### src/rtl/adder_sched_pkg.sv
// Shared constants and helpers for the round-robin adder scheduler.
package adder_sched_pkg;

  localparam int unsigned DEF_N_REQ  = 4;
  localparam int unsigned DEF_DATA_W = 8;
  localparam int unsigned DEF_CNT_W  = 16;

  // Requester id width: clog2 with a floor of one bit.
  function automatic int unsigned id_width(input int unsigned n);
    return (n < 2) ? 1 : $clog2(n);
  endfunction

  // Index following idx in a ring of n requesters.
  function automatic int unsigned rr_next(input int unsigned idx, input int unsigned n);
    return (idx + 1 >= n) ? 0 : idx + 1;
  endfunction

endpackage

### src/rtl/adder_rr_scheduler_rr_arbiter.sv
// Round-robin arbiter: one-hot grant searching from the slot after the last winner.
module rr_arbiter
  import adder_sched_pkg::*;
#(
  parameter int unsigned N_REQ = DEF_N_REQ,
  parameter int unsigned ID_W  = id_width(N_REQ)
) (
  input  logic              clk,
  input  logic              rst_n,
  input  logic [N_REQ-1:0]  req,
  input  logic              enable,
  input  logic              accept,
  output logic [N_REQ-1:0]  grant_c,
  output logic [ID_W-1:0]   grant_idx_c
);

  logic [ID_W-1:0] ptr_q, ptr_d;
  int unsigned     start_c;
  logic            found_c;

  // Two passes: indices at or above the start slot first, then the wrapped-around ones.
  always_comb begin
    grant_c     = '0;
    grant_idx_c = '0;
    found_c     = 1'b0;
    start_c     = rr_next(32'(ptr_q), N_REQ);
    for (int unsigned i = 0; i < N_REQ; i++) begin
      if (enable && !found_c && req[i] && (i >= start_c)) begin
        found_c     = 1'b1;
        grant_c[i]  = 1'b1;
        grant_idx_c = ID_W'(i);
      end
    end
    for (int unsigned i = 0; i < N_REQ; i++) begin
      if (enable && !found_c && req[i] && (i < start_c)) begin
        found_c     = 1'b1;
        grant_c[i]  = 1'b1;
        grant_idx_c = ID_W'(i);
      end
    end
  end

  always_comb begin
    ptr_d = ptr_q;
    if (accept) ptr_d = grant_idx_c;
  end

  always_ff @(posedge clk or negedge rst_n) begin
    if (!rst_n) ptr_q <= ID_W'(N_REQ - 1);
    else        ptr_q <= ptr_d;
  end

endmodule

### src/rtl/adder_rr_scheduler.sv
// Shares one registered adder among N_REQ requesters; returns tagged sums one cycle after accept.
module adder_rr_scheduler
  import adder_sched_pkg::*;
#(
  parameter int unsigned N_REQ  = DEF_N_REQ,
  parameter int unsigned DATA_W = DEF_DATA_W,
  parameter int unsigned ID_W   = id_width(N_REQ),
  parameter int unsigned CNT_W  = DEF_CNT_W
) (
  input  logic                     clk,
  input  logic                     rst_n,
  input  logic [N_REQ-1:0]         req_valid,
  input  logic [N_REQ*DATA_W-1:0]  req_a,
  input  logic [N_REQ*DATA_W-1:0]  req_b,
  output logic [N_REQ-1:0]         req_ready,
  output logic                     rsp_valid,
  input  logic                     rsp_ready,
  output logic [ID_W-1:0]          rsp_id,
  output logic [DATA_W-1:0]        rsp_sum,
  output logic                     rsp_cout,
  output logic [CNT_W-1:0]         txn_count
);

  logic              rsp_valid_q, rsp_valid_d;
  logic [ID_W-1:0]   rsp_id_q, rsp_id_d;
  logic [DATA_W-1:0] rsp_sum_q, rsp_sum_d;
  logic              rsp_cout_q, rsp_cout_d;
  logic [CNT_W-1:0]  txn_count_q, txn_count_d;

  logic              slot_free_c;
  logic              accept_c;
  logic [N_REQ-1:0]  grant_c;
  logic [ID_W-1:0]   grant_idx_c;
  logic [DATA_W-1:0] sel_a_c, sel_b_c;
  logic [DATA_W:0]   sum_c;

  assign slot_free_c = !rsp_valid_q || rsp_ready;

  rr_arbiter #(
    .N_REQ (N_REQ),
    .ID_W  (ID_W)
  ) u_arb (
    .clk         (clk),
    .rst_n       (rst_n),
    .req         (req_valid),
    .enable      (slot_free_c),
    .accept      (accept_c),
    .grant_c     (grant_c),
    .grant_idx_c (grant_idx_c)
  );

  // Grants are suppressed while reset is asserted so nothing is handed out mid-reset.
  assign req_ready = grant_c & {N_REQ{rst_n}};
  assign accept_c  = |req_ready;

  always_comb begin
    sel_a_c = '0;
    sel_b_c = '0;
    for (int unsigned i = 0; i < N_REQ; i++) begin
      if (grant_c[i]) begin
        sel_a_c = req_a[i*DATA_W +: DATA_W];
        sel_b_c = req_b[i*DATA_W +: DATA_W];
      end
    end
    sum_c = {1'b0, sel_a_c} + {1'b0, sel_b_c};
  end

  // A new accept overwrites the slot; a drain alone only clears valid.
  always_comb begin
    rsp_valid_d = rsp_valid_q;
    rsp_id_d    = rsp_id_q;
    rsp_sum_d   = rsp_sum_q;
    rsp_cout_d  = rsp_cout_q;
    txn_count_d = txn_count_q + CNT_W'(rsp_valid_q && rsp_ready);
    if (accept_c) begin
      rsp_valid_d = 1'b1;
      rsp_id_d    = grant_idx_c;
      rsp_sum_d   = sum_c[DATA_W-1:0];
      rsp_cout_d  = sum_c[DATA_W];
    end else if (rsp_ready) begin
      rsp_valid_d = 1'b0;
    end
  end

  always_ff @(posedge clk or negedge rst_n) begin
    if (!rst_n) begin
      rsp_valid_q <= 1'b0;
      rsp_id_q    <= '0;
      rsp_sum_q   <= '0;
      rsp_cout_q  <= 1'b0;
      txn_count_q <= '0;
    end else begin
      rsp_valid_q <= rsp_valid_d;
      rsp_id_q    <= rsp_id_d;
      rsp_sum_q   <= rsp_sum_d;
      rsp_cout_q  <= rsp_cout_d;
      txn_count_q <= txn_count_d;
    end
  end

  assign rsp_valid = rsp_valid_q;
  assign rsp_id    = rsp_id_q;
  assign rsp_sum   = rsp_sum_q;
  assign rsp_cout  = rsp_cout_q;
  assign txn_count = txn_count_q;

endmodule

### config.mk
export PLATFORM = sky130hd
export DESIGN_NAME = adder_rr_scheduler
export DESIGN_NICKNAME = d
export VERILOG_FILES = /design/src/rtl/adder_sched_pkg.sv /design/src/rtl/adder_rr_scheduler_rr_arbiter.sv /design/src/rtl/adder_rr_scheduler.sv
export SDC_FILE = /design/constraint.sdc
export NUM_CORES = 1
export LEC_CHECK = 0
export BUFFER_PORTS_ARGS = -buffer_cell sky130_fd_sc_hd__buf_2
export CAP_MARGIN = 10
export CELL_PAD_IN_SITES_DETAIL_PLACEMENT = 0
export CELL_PAD_IN_SITES_GLOBAL_PLACEMENT = 1
export CORE_ASPECT_RATIO = 1.25
export CORE_MARGIN = 10
export CORE_UTILIZATION = 34
export CTS_CLUSTER_SIZE = 8
export DETAILED_ROUTE_END_ITERATION = 8
export HOLD_SLACK_MARGIN = 0.02
export PLACE_DENSITY = 0.86
export SYNTH_ARGS = -nofsm -noshare
export SYNTH_HDL_FRONTEND = slang
export SYNTH_HIERARCHICAL = 1
export SYNTH_SLANG_ARGS = --single-unit
### constraint.sdc
create_clock -name clk -period 4.7 [get_ports clk]
set_input_delay 0.235 -clock clk [delete_from_list [all_inputs] [get_ports clk]]
set_output_delay 0.235 -clock clk [all_outputs]
set_load 0.01 [all_outputs]
==> Word-level counts from Yosys, hierarchy flattened <==
Index checks and enable logic that the tools add are counted.
{ "op_classes": {"addsub": 3, "mul": 0, "n_div": 0, "order_cmp": 9, "n_eq_ne": 0, "shift": 0, "muxes": 32, "bitwise": 1, "n_reduce_logical": 35} }
{ "op_table": {"columns": ["op", "count"], "rows": [
  ["greater-or-equal comparator 1 x 32 -> 1 bit (first input constant)", 2],
  ["greater-or-equal comparator 2 x 32 -> 1 bit (first input constant)", 2],
  ["< comparator 1 x 32 -> 1 bit (first input constant)", 2],
  ["< comparator 2 x 32 -> 1 bit (first input constant)", 2],
  ["2-to-1 mux 8 bit", 8],
  ["2-to-1 mux 32 bit", 1],
  ["logical AND 1 bit", 24],
  ["2-to-1 mux 1 bit", 17],
  ["adder 16 x 1 -> 16 bit", 1],
  ["2-to-1 mux 2 bit", 6],
  ["adder 8 x 8 -> 9 bit", 1],
  ["logical NOT 1 bit", 8],
  ["AND 4 bit", 1],
  ["OR reduction 4 bit", 1],
  ["adder 2 x 1 -> 3 bit (second input constant)", 1],
  ["greater-or-equal comparator 3 bit (second input constant)", 1],
  ["nonzero test 2 bit", 1],
  ["logical OR 1 bit", 1]
]} }
{ "totals": {"register_bits": 30, "latchBits": 0, "mem_bits_rw": 0, "rom_bits": 0, "in_bits": 71, "out_inout_bits": 32, "wordCells": 86, "memories": 0} }

==> Logic depth before layout (Yosys ltp) <==
{ "logic_depth": {"ltp_word": 44, "depth_mapped": 16} }

==> Modules after synthesis <==
Netlist, hierarchy kept.
{ "by_module_without_submodules": {"columns": ["mod", "n_inst", "cells_each", "area_each_um2", "seq_area_each_um2"], "rows": [
  ["adder_rr_scheduler", 1, 221, 1996.9, 700.7],
  ["rr_arbiter", 1, 35, 261.5, 52.6]
]} }

==> Worst setup path before layout <==
Ideal clock, no wire load.
{ "synth_timing": {"kind": "register -> register", "from": "register u_arb.ptr_q[1]", "to": "register rsp_sum_q[6], in the netlist rsp_sum[6]", "t_arrival_ns": 3.457, "required_ns": 4.605, "slack_ns": 1.147, "stages_incl_launch_ff": 16, "n_path_buf": 2, "synth_period_minus_slack_ns": 3.553, "path_cell_list": "dfstp_2 -> ha_1 -> nor2b_4 -> or3_1 -> a21oi_1 -> buf_4 -> nor2b_4 -> buf_4 -> a221oi_1 -> o31ai_1 -> ha_1 -> fa_1 -> a211oi_1 -> o21ai_0 -> and2_1 -> o31ai_1"} }
{ "synth_rtl": {"columns": ["element", "line", "source"], "rows": [
  ["start, declared", "adder_rr_scheduler_rr_arbiter.sv:17", "logic [ID_W-1:0] ptr_q, ptr_d;"],
  ["start signal, assigned", "adder_rr_scheduler_rr_arbiter.sv:49", "if (!rst_n) ptr_q <= ID_W'(N_REQ - 1);"],
  ["start signal, assigned", "adder_rr_scheduler_rr_arbiter.sv:50", "else ptr_q <= ptr_d;"],
  ["adder 2 x 1 -> 3 bit (*)", "adder_sched_pkg.sv:15", "return (idx + 1 >= n) ? 0 : idx + 1;"],
  ["greater-or-equal comparator 3 bit", "adder_sched_pkg.sv:15", null],
  ["2-to-1 mux 32 bit (*)", "adder_sched_pkg.sv:15", null],
  ["greater-or-equal comparator 1 x 32 -> 1 bit", "adder_rr_scheduler_rr_arbiter.sv:28", "if (enable && !found_c && req[i] && (i >= start_c)) begin"],
  ["logical AND 1 bit", "adder_rr_scheduler_rr_arbiter.sv:28", null],
  ["2-to-1 mux 1 bit", "adder_rr_scheduler_rr_arbiter.sv:28", null],
  ["logical NOT 1 bit", "adder_rr_scheduler_rr_arbiter.sv:28", null],
  ["logical AND 1 bit (3 in series)", "adder_rr_scheduler_rr_arbiter.sv:28", null],
  ["[... 12 more ...]", null, null],
  ["logical AND 1 bit (3 in series)", "adder_rr_scheduler_rr_arbiter.sv:35", "if (enable && !found_c && req[i] && (i < start_c)) begin"],
  ["2-to-1 mux 1 bit", "adder_rr_scheduler_rr_arbiter.sv:35", null],
  ["logical NOT 1 bit", "adder_rr_scheduler_rr_arbiter.sv:35", null],
  ["logical AND 1 bit (3 in series)", "adder_rr_scheduler_rr_arbiter.sv:35", null],
  ["2-to-1 mux 1 bit (*)", "adder_rr_scheduler_rr_arbiter.sv:35", null],
  ["net grant_c[1]", "adder_rr_scheduler.sv:32", "logic [N_REQ-1:0] grant_c;"],
  ["2-to-1 mux 8 bit (3 in series)", "adder_rr_scheduler.sv:60", "if (grant_c[i]) begin"],
  ["adder 8 x 8 -> 9 bit", "adder_rr_scheduler.sv:65", "sum_c = {1'b0, sel_a_c} + {1'b0, sel_b_c};"],
  ["end signal, assigned", "adder_rr_scheduler.sv:95", "rsp_sum_q <= rsp_sum_d;"],
  ["end, declared", "adder_rr_scheduler.sv:26", "logic [DATA_W-1:0] rsp_sum_q, rsp_sum_d;"]
]} }
Mark *: on every way through the listed nets, which the timed path passes. The rest lies on a longest branch.
A chain may end at the register's enable or synchronous reset.

==> Worst setup path after layout <==
Same ends and word-level chain as after synthesis.

==> flow_metrics.py <==
metrics = {
    "outcome": {
        "status": "completed",
    },
    "route": {
        "via_per_inst": 4.89,
        "wl_per_cell_um": 14.4,
        "drcViolationCount": 0,
        "firstDrtPassIters": 4,
        "wl_um": 6450,
        "drt_iter0_drc": 83,
        "via_count": 2185,
        "ant_nets": 0,
    },
    "setup_path": {
        "crit_chain": "ha_1, nor2b_4, or3_1, a21oi_1, buf_4, nor2b_4, a221oi_1, o31ai_1, ha_1, fa_1, a211oi_1, o21ai_0, and2_1, o31ai_1",
        "crit_arrival_ns": 3.96,
        "slowest_stage": "dfstp_2",
        "worstSetupStartpointType": "flop",
        "reg2reg_to": "rsp_sum[6]$_DFFE_PN0P_",
        "r2r_cells": 14,
        "path_class": "flop to flop",
        "required_ns": 4.88,
        "reg2reg_slack_ns": 0.92,
        "crit_fanout": 19,
        "rr_startpoint": "u_arb/ptr_q[1]$_DFFE_PN1P_",
        "critical_path.max_stage_delay_ns": 0.54,
        "crit_path_end_kind": "flop",
    },
    "place": {
        "place_area_sq_um": 2850,
        "post-place-ws_ns": 0.890,
        "port_buffers": 102,
        "post-dp-hpwl_um": 5350,
        "globalplace.congestion": 0.869,
    },
    "cts": {
        "clockBufferDepth": 2,
        "insertion_delay_ns": 0.27,
        "cts.sinks": 30,
        "cts.reportedPaths.clkPinSlew_ns": 0.06,
        "htreeDepth": 2,
        "cts_made_buffers": 5,
        "cts_setup_buffers": 0,
        "cts-root-buf": "clkbuf_8",
        "cts_tree": "built",
    },
    "power_and_ir_drop": {
        "switchingPower_mw": 0.771,
        "power.share.combinational_pct": 65.0,
        "seqPwrFrac_pct": 23.7,
        "swShare_pct": 45.2,
        "max-vdd-ir-drop_v": 0.000308,
        "intPower_mw": 0.936,
        "clockPowerShare_pct": 11.3,
        "p_leak_nw": 1.48,
        "finalPower_mw": 1.71,
        "p_per_area_nw_per_um2": 580,
    },
    "sta": {
        "max_slew_margin_pct": 70.3,
        "maxSlewViolCount": 0,
        "finalHoldViolCount": 0,
        "fmax_mhz": 265,
        "worstMarginPinSlew_ns": 0.441,
        "worst_slack_ns": 0.924,
        "fin_worst_skew_ns": 0.00671,
        "min_period_ns": 3.78,
        "fin_crit_sh_pct": 80.3,
        "tns_ns": 0,
        "setup_viol": 0,
        "rsz0062_at_grt": "no",
    },
    "global_route": {
        "grt_pass1_wl_um": 10700,
        "busiest_layer": "met2",
        "grt.overflow.total": 0,
        "antenna_found_initial": 0,
        "met2_usage_pct": 18.8,
        "grt_max_degree": 36,
        "grtUsageTotal_pct": 12.2,
        "first_global_vias": 2329,
        "globalRouteMet3Util_pct": 6.30,
        "grt.met1_usage_pct": 14.8,
    },
    "final_layout": {
        "area_growth_pct": 30.2,
        "nNetsFinal": 443,
        "final_cell_mix": "102 x buf_2, 47 x nand2_1, 28 x dfrtp_1",
        "post-route-cell-area_sq_um": 2940,
        "drive_above_1_share_pct": 35.3,
        "final_util_pct": 45.1,
        "final_common_cell": "buf_2",
        "diodes": 0,
    },
    "synth": {
        "syn_avg_cell_area_sq_um": 8.82,
        "yosysTopAreaCellShare_pct": 31.0,
        "dominantRegCellSynth": "dfrtp_1",
        "synth.net_count": 340,
        "synth.largest_area_cell": "dfrtp_1",
        "synth_cells": 256,
        "ys_seq_elements": 30,
        "netlist_top_cells_area": "dfrtp_1 31%, nand2_1 7.8%, ha_1 6.6%",
        "ys.warnings.count": 6,
        "synth.yosys.seq_area_share_pct": 33.4,
        "synth_cell_type_count": 48,
        "synth_edf_count": 0,
        "async_reset_ff_share_pct": 100,
        "synth_area_sq_um": 2260,
    },
    "floorplanning": {
        "die_h_um": 111,
        "initial_core_util_pct": 34.6,
        "fp.coreArea_sq_um": 6520,
        "rows": 33,
        "pin_count": 103,
        "dieArea_sq_um": 10300,
        "die_width_um": 92.9,
    },
    "hold_path": {
        "min_to": "txn_count[0]$_DFF_PN0_",
        "min_path_type": "primary input to flop",
        "hp-start": "rsp_ready",
        "whs_path_depth": 3,
    },
    "job": {
        "maxCapViolations": 0,
    },
}
sequential cells by signal, summed over array words and instances, names as in the netlist:
signal / cells
txn_count: 16
rsp_sum: 8
rsp_id: 2
u_arb/ptr_q: 2
rsp_cout: 1
rsp_valid: 1
worst max-delay path: cells and delay by family (launching register included):
family | cells | cell delay, ns
AOI/OAI and AO/OA | 6 | 1.32
and+or+nand+nor | 4 | 0.66
buffers and inverters | 1 | 0.29
adders and majority gates | 3 | 0.87
DFF | 1 | 0.54
final cells by class:
| type | instances | area, sq um |
|---|---|---|
| inverter | 9 | 33.8 |
| timing repair buffer | 108 | 558 |
| clock buffer | 8 | 80.1 |
| fill | 703 | 3580 |
| tap | 87 | 109 |
| sequential | 30 | 753 |
| multi-input combinational | 205 | 1410 |
per-layer routing:
| layer | vias up | wire (um) |
|---|---|---|
| met3 | 2 | 696 |
| met5 | - | 0 |
| met2 | 91 | 2840 |
| met4 | 0 | 26 |
| li1 | 1124 | - |
| met1 | 968 | 2890 |
how the worst max path moves through the flow:
stage | startpoint | endpoint | slack (ns) | cells past startpoint
2_1_floorplan | u_arb/ptr_q[1]$_DFFE_PN1P_ | rsp_sum[6]$_DFFE_PN0P_ | 1.15 | 15
3_3_place_gp | u_arb/ptr_q[1]$_DFFE_PN1P_ | rsp_sum[6]$_DFFE_PN0P_ | 1.01 | 14
3_5_place_dp | u_arb/ptr_q[1]$_DFFE_PN1P_ | rsp_sum[6]$_DFFE_PN0P_ | 0.89 | 14
4_1_cts | u_arb/ptr_q[1]$_DFFE_PN1P_ | rsp_sum[6]$_DFFE_PN0P_ | 0.89 | 14
5_1_grt | u_arb/ptr_q[1]$_DFFE_PN1P_ | rsp_sum[6]$_DFFE_PN0P_ | 0.65 | 14
6_report | u_arb/ptr_q[1]$_DFFE_PN1P_ | rsp_sum[6]$_DFFE_PN0P_ | 0.92 | 14
Yosys cell counts (3+ instances only):
cell	number
nand2b_1	3
a31oi_1	3
nand3_1	10
xnor2_1	11
o21ai_0	8
dfrtp_1	28
clkbuf_1	6
inv_1	8
ha_1	12
xor2_1	6
nand2_1	47
and2_1	7
nor2_1	7
a21oi_1	7
nor2b_1	16
o31ai_1	17
and3_1	3
a221oi_1	15
power by group through the flow:
stage	registers [mW]	clock network, mW	logic [mW]
global placement	0.405	0	1.11
floorplan	0.434	0	0.804
global route	0.418	0.214	1.27
CTS	0.406	0.202	1.13
finish	0.404	0.193	1.11
detailed placement	0.411	0	1.12
repair_timing:
item,4_1_cts,5_1_grt
gates resized for setup,0,0
hold buffers,1,0
hold endpoints to repair,28,0
endpoints found under the setup margin,0,0
metrics by stage:
stage	hold WS [ns]	std cells
final	0.287	447
after CTS	0.283	447
after floorplan	-0.0606	256
after global routing	0.307	447
after detailed placement	0.305	438
after global placement	0.301	438
cell families after synthesis:
| logic type | Yosys count | synth area share (%) |
|---|---|---|
| AOI/OAI and AO/OA | 65 | 22.0 |
| xor gates and xnor gates | 18 | 7.31 |
| and+or+nand+nor | 107 | 24.3 |
| buffers and inverters | 21 | 4.60 |
| adders and majority gates | 13 | 7.53 |
| muxes | 2 | 0.886 |
| DFF | 30 | 33.4 |
No activity file was read; power rests on OpenSTA's default activity.
